### config.mk
export PLATFORM = sky130hd
export DESIGN_NAME = i2s_tx
export DESIGN_NICKNAME = d
export VERILOG_FILES = /design/src/rtl/audio_pkg.sv /design/src/rtl/i2s_tx_clkgen.sv /design/src/rtl/i2s_tx.sv
export SDC_FILE = /design/constraint.sdc
export NUM_CORES = 1
export LEC_CHECK = 0
export ABC_AREA = 1
export CORE_ASPECT_RATIO = 0.7
export CORE_MARGIN = 3
export CORE_UTILIZATION = 40
export DETAILED_ROUTE_END_ITERATION = 6
export GPL_ROUTABILITY_DRIVEN = 0
export SYNTH_ARGS = -nofsm -noshare
export SYNTH_HDL_FRONTEND = slang
export SYNTH_SLANG_ARGS = --single-unit
export TNS_END_PERCENT = 5
### constraint.sdc
create_clock -name clk -period 5.7 [get_ports clk]
set_input_delay 1.14 -clock clk [delete_from_list [all_inputs] [get_ports clk]]
set_output_delay 1.14 -clock clk [all_outputs]
set_load 0.03 [all_outputs]
### src/rtl/audio_pkg.sv
// Shared audio-path types and default geometry for the I2S transmitter.
// The transmitter's optional left-justified mode is enabled with I2S_TX_LJ_MODE_EN.
package audio_pkg;

  typedef enum logic {
    FMT_I2S = 1'b0,
    FMT_LJ  = 1'b1
  } fmt_e;

  localparam int DEF_SAMPLE_W = 24;
  localparam int DEF_SLOT_W   = 32;
  localparam int DEF_BCK_HALF = 4;

endpackage

### src/rtl/i2s_tx_clkgen.sv
// Bit/word clock generator: divides clk into BCK, counts bit slots and drives LRCK.
// Emits single-clk strobes on every BCK falling edge and at frame / right-slot starts.
module i2s_tx_clkgen
  import audio_pkg::*;
#(
  parameter int SLOT_W   = DEF_SLOT_W,
  parameter int BCK_HALF = DEF_BCK_HALF
) (
  input  logic clk,
  input  logic rst,
  output logic bck,
  output logic lrck,
  output logic fe,
  output logic frame_start,
  output logic right_start
);

  localparam int DIV_W = (BCK_HALF > 1) ? $clog2(BCK_HALF) : 1;
  localparam int BIT_W = $clog2(2 * SLOT_W);
  localparam logic [DIV_W-1:0] DIV_LAST   = DIV_W'(BCK_HALF - 1);
  localparam logic [BIT_W-1:0] BIT_LAST   = BIT_W'(2 * SLOT_W - 1);
  localparam logic [BIT_W-1:0] RIGHT_PREV = BIT_W'(SLOT_W - 1);
  localparam logic [BIT_W-1:0] RIGHT_FIRST = BIT_W'(SLOT_W);

  logic [DIV_W-1:0] div_cnt;
  logic [BIT_W-1:0] bit_cnt;
  logic [BIT_W-1:0] bit_cnt_nxt;
  logic             div_wrap;

  assign div_wrap    = (div_cnt == DIV_LAST);
  assign fe          = div_wrap && bck;
  assign bit_cnt_nxt = (bit_cnt == BIT_LAST) ? '0 : bit_cnt + 1'b1;
  // Strobes decode the pre-edge count so they line up with the edge that wraps it.
  assign frame_start = fe && (bit_cnt == BIT_LAST);
  assign right_start = fe && (bit_cnt == RIGHT_PREV);

  always_ff @(posedge clk) begin
    if (rst) begin
      div_cnt <= '0;
      bck     <= 1'b0;
      bit_cnt <= BIT_LAST;
      lrck    <= 1'b0;
    end else begin
      div_cnt <= div_wrap ? '0 : div_cnt + 1'b1;
      if (div_wrap) bck <= ~bck;
      if (fe) begin
        bit_cnt <= bit_cnt_nxt;
        lrck    <= (bit_cnt_nxt >= RIGHT_FIRST);
      end
    end
  end

endmodule

### src/rtl/i2s_tx.sv
// I2S / left-justified stereo transmitter with one-frame holding buffer, mute and underrun flag.
// Define I2S_TX_LJ_MODE_EN to add the lj_mode port; otherwise the format is fixed to I2S.
module i2s_tx
  import audio_pkg::*;
#(
  parameter int SAMPLE_W = DEF_SAMPLE_W,
  parameter int SLOT_W   = DEF_SLOT_W,
  parameter int BCK_HALF = DEF_BCK_HALF
) (
  input  logic                       clk,
  input  logic                       rst,
  input  logic                       sample_valid,
  output logic                       sample_ready,
  input  logic signed [SAMPLE_W-1:0] left_data,
  input  logic signed [SAMPLE_W-1:0] right_data,
  input  logic                       mute,
  output logic                       underrun,
`ifdef I2S_TX_LJ_MODE_EN
  input  logic                       lj_mode,
`endif
  output logic                       i2s_lrck,
  output logic                       i2s_bck,
  output logic                       i2s_data
);

  localparam int SR_W = SLOT_W + 1;

  logic                       fe;
  logic                       frame_start;
  logic                       right_start;
  logic                       accept;
  logic                       buf_full;
  logic signed [SAMPLE_W-1:0] buf_l;
  logic signed [SAMPLE_W-1:0] buf_r;
  logic signed [SAMPLE_W-1:0] right_hold;
  logic [SR_W-1:0]            sr;
  fmt_e                       fmt_in;
  fmt_e                       fmt_q;

  // I2S leaves a leading zero so the MSB lands one BCK after the LRCK edge; LJ does not.
  function automatic logic [SR_W-1:0] load_word(input fmt_e fmt,
                                                input logic signed [SAMPLE_W-1:0] smp);
    logic [SR_W-1:0] w;
    w = '0;
    w[SAMPLE_W-1:0] = smp;
    if (fmt == FMT_LJ) return w << (SR_W - SAMPLE_W);
    return w << (SLOT_W - SAMPLE_W);
  endfunction

`ifdef I2S_TX_LJ_MODE_EN
  assign fmt_in = lj_mode ? FMT_LJ : FMT_I2S;
`else
  assign fmt_in = FMT_I2S;
`endif

  i2s_tx_clkgen #(
    .SLOT_W  (SLOT_W),
    .BCK_HALF(BCK_HALF)
  ) u_clkgen (
    .clk        (clk),
    .rst        (rst),
    .bck        (i2s_bck),
    .lrck       (i2s_lrck),
    .fe         (fe),
    .frame_start(frame_start),
    .right_start(right_start)
  );

  assign sample_ready = ~buf_full;
  assign accept       = sample_valid && sample_ready;
  assign i2s_data     = sr[SR_W-1];

  // A frame start in the accept clk sees the buffer as empty; the new pair waits a frame.
  always_ff @(posedge clk) begin
    if (rst) begin
      buf_full <= 1'b0;
      underrun <= 1'b0;
      fmt_q    <= FMT_I2S;
      sr       <= '0;
    end else begin
      underrun <= frame_start && !buf_full;
      if (frame_start) begin
        buf_full <= 1'b0;
        fmt_q    <= fmt_in;
      end
      if (accept) buf_full <= 1'b1;

      if (frame_start)      sr <= (buf_full && !mute) ? load_word(fmt_in, buf_l) : '0;
      else if (right_start) sr <= load_word(fmt_q, right_hold);
      else if (fe)          sr <= {sr[SR_W-2:0], 1'b0};
    end
  end

  always_ff @(posedge clk) begin
    if (accept) begin
      buf_l <= left_data;
      buf_r <= right_data;
    end
    if (frame_start) right_hold <= (buf_full && !mute) ? buf_r : '0;
  end

endmodule
==> metrics.md <==
| Metric | Value |
|---|---|
| End of the worst register-to-register path | `right_hold[7]` |
| Placed cell area | `0.00523 sq mm` |
| Remaining DRCs | `0` |
| Setup CP Type | `flip-flop to output port` |
| Fmax | `0.314 GHz` |
| Pre-antenna DRT Iters | `4` |
| Register area share after synthesis | `0.630` |
| Clock root cell | `clkbuf_16` |
| Crit-path cells | `inv_1 -> clkdlybuf4s50_1` |
| Worst Hold Class | `flip-flop to flip-flop` |
| Worst reg2reg setup slack | `about 3.2 ns` |
| Final Cell Area | `0.00555 sq mm` |
| Post-cts sizing count | `0` |
| R2R Path Start | `u_clkgen.bit_cnt[5]` |
| Core Region | `0.0111 sq mm` |
| Post-DP HPWL | `approximately 5500 microns` |
| Tcrit/Tclk final | `0.558` |
| Initial core utilization | `0.414` |
| Ys flop type | `edfxtp_1` |
| Switching pwr | `328 uW` |
| Clock slew at the register clock pins of the worst setup and hold paths | `0.07 ns` |
| Synthesized area | `0.00461 sq mm` |
| Fillers | `1074` |
| Clock period minus worst slack | `3.18 ns` |
| Initial antenna violation count | `0` |
| Data required, critical path | `4.56 ns` |
| First-pass GRT wire length | `13800 microns` |
| Die Y | `roughly 96 microns` |
| Hold Vio Cnt, Final | `0` |
| Synth unique cells | `24` |
| Seq pwr share | `0.543` |
| Largest net degree at the start of global routing | `52` |
| Power share of the clock group | `0.405` |
| Critical Path End Type | `output port` |
| Slew Limit Fails | `0` |
| H-tree levels | `3` |
| Element type at the critical path start | `flip-flop` |
| CP startpoint | `buf_full` |
| Arrival time at the worst endpoint | `2.04 ns` |
| Slowest cell delay on critical path | `0.93 ns` |
| Synthesis-stage register bit count | `about 110` |
| Clock Path Buffers | `2` |
| Die X | `around 130 microns` |
| Slew margin rel. | `0.381` |
| Synth-to-layout area growth | `20.4%` |
| Post-synthesis average cell area | `~9.6 sq um` |
| CTS Sinks | `109` |
| TritonCTS clock tree | `yes` |
| ANT cells | `0` |
| Congestion Overflow GR | `0` |
| Hold Path Sink | `u_clkgen.div_cnt[0]` |
| Total GRT Usage | `0.134` |
| I/O pins | `57` |
| Post-Route WL | `approximately 8200 microns` |
| Power Internal | `1300 uW` |
| Total negative setup slack | `0 ns` |
| Post-synth EDFFs | `just over 70` |
| Syn nets | `536` |
| Routed vias | `3213` |
| Postcts setup bufs | `0` |
| Antenna Violating Nets Remaining | `0` |
| CP Max Fanout | `28` |
| DRT iter0 DRCs | `234` |
| Maximum VDD drop | `roughly 0.13 mV` |
| Net count, final | `577` |
| Leak pwr | `0.00237 uW` |
| Synth Instances | `~480` |
| Site Rows | `32` |
| Sw Share | `0.201` |
| Final setup viols | `0` |
| Clk_skew | `0.00643 ns` |
| Vias in the first global route | `3131` |
| HP Start | `u_clkgen.div_cnt[0]` |
| Via density | `4.72` |
| Least-Margin Pin Slew | `a little over 0.9 ns` |
| WHS Path Cells | `1` |
| Status | `finished, final reports clean` |
| Skew-Pair Late Insertion Delay | `0.34 ns` |
| Slowest cell on the critical path | `dfxtp_1` |
| DR WL/cell | `12.1 microns` |
| Unrepaired setup endpoints after global routing | `false` |
| Die ar. | `0.0129 sq mm` |
| Total CTS buffers | `9` |
| Share of cells above drive strength 1 | `0.0436` |
| IO buf count | `56` |
| Max Cap Viol | `0` |
| R2R cell count | `4` |
| P per Cell Area | `approximately 290 mW/mm^2` |
| Ys async rst share | `0` |
| CTS Hold Buffers Added | `0` |
| Logic pwr share | `0.053` |
| Synth Warn # | `0` |
[power by group through the flow]
stage | clock [uW] | sequential [uW] | combinational, uW
2_1_floorplan | 0 | 897 | 43.6
3_3_place_gp | 0 | 903 | 85.4
3_5_place_dp | 0 | 903 | 87.8
4_1_cts | 681 | 885 | 88.0
5_1_grt | 713 | 888 | 96.6
6_report | 660 | 885 | 85.8
[cell type report]
type / instances / area, sq um / share of cell area
clock buffers: 9 / 225 / 0.0406
clock inverters: 7 / 95.1 / 0.0171
inverters: 81 / 304 / 0.0548
multi-input cells: 265 / 1260 / 0.227
flip-flops and latches: 109 / 2900 / 0.523
well taps: 153 / 191 / 0.0345
repair buffers: 57 / 568 / 0.102
[sequential cells by signal, summed over array words and instances (netlist names)]
signal            count
u_clkgen.bck          1
underrun              1
sr                   25
u_clkgen.lrck         1
buf_r                24
buf_l                24
right_hold           24
buf_full              1
u_clkgen.div_cnt      2
u_clkgen.bit_cnt      6
[cells in the mapped netlist (2+ instances only)]
library cell | number | area (sq um)
clkbuf_1 | 13 | 48.8
o211ai_1 | 23 | 173
dfxtp_1 | 37 | 741
nand2_4 | 2 | 22.5
nand2_1 | 110 | 413
buf_2 | 7 | 35.0
nor2_1 | 32 | 120
inv_1 | 80 | 300
nand3_1 | 30 | 150
buf_4 | 4 | 30.0
o21ai_0 | 27 | 135
a21oi_1 | 29 | 145
edfxtp_1 | 72 | 2160
buf_6 | 2 | 22.5
nor3_1 | 4 | 20.0
ha_1 | 2 | 25.0
[metrics by stage]
stage / total power, uW / instances / worst slack, ns / util / hold WS [ns]
6_report: 1630 / 681 / 2.52 / 0.498 / 0.446
5_1_grt: 1700 / 681 / 2.36 / 0.498 / 0.459
4_1_cts: 1650 / 681 / 2.51 / 0.498 / 0.450
3_5_place_dp: 991 / 665 / 2.50 / 0.469 / 0.440
3_3_place_gp: 988 / 665 / 2.62 / 0.469 / 0.414
2_1_floorplan: 941 / 482 / 3.14 / - / 0.404
[how the worst max path moves through the flow]
stage | end | slack, ns | depth (start not counted)
finish | sample_ready | 2.52 | 2
global route | sample_ready | 2.36 | 2
CTS | sample_ready | 2.51 | 2
detailed placement | right_hold[20] | 2.50 | 4
global placement | right_hold[7] | 2.62 | 4
floorplan | buf_l[0] | 3.14 | 2
[cells in the final DEF (no fill, tap or decap), types with 2 or more instances in the layout]
master and instances:
nand2_1 110, inv_1 79, edfxtp_1 72, clkdlybuf4s50_1 56, dfxtp_1 37, nor2_1 32, nand3_1 30, a21oi_1 29
o21ai_0 27, o211ai_1 23, clkbuf_16 9, nor3_1 4, nand2_4 2, ha_1 2, clkinv_2 2, inv_6 2
bufinv_16 2
[critical path: cells and delay by family (launching register included)]
kind / cells / cell delay, ns
DFF: 1 / 0.93
buffers and inverters: 2 / 0.77
[routing by layer]
layer  GRT usage  vias to the layer above  share of wire
met4      0.0407                        0          0.011
li1            -                     1643              -
met5           0                        -              0
met1       0.159                     1508           0.44
met2       0.242                       51           0.51
met3      0.0371                       11          0.039
[logic make-up after synthesis]
| group | Yosys count | share of synthesized area |
|---|---|---|
| compound gates | 79 | 0.0983 |
| xor+xnor | 1 | 0.00190 |
| fa+ha+maj | 2 | 0.00543 |
| buf+inv | 108 | 0.0964 |
| flops | 109 | 0.630 |
| simple gates | 183 | 0.168 |
(Power assumes the default switching activity.)
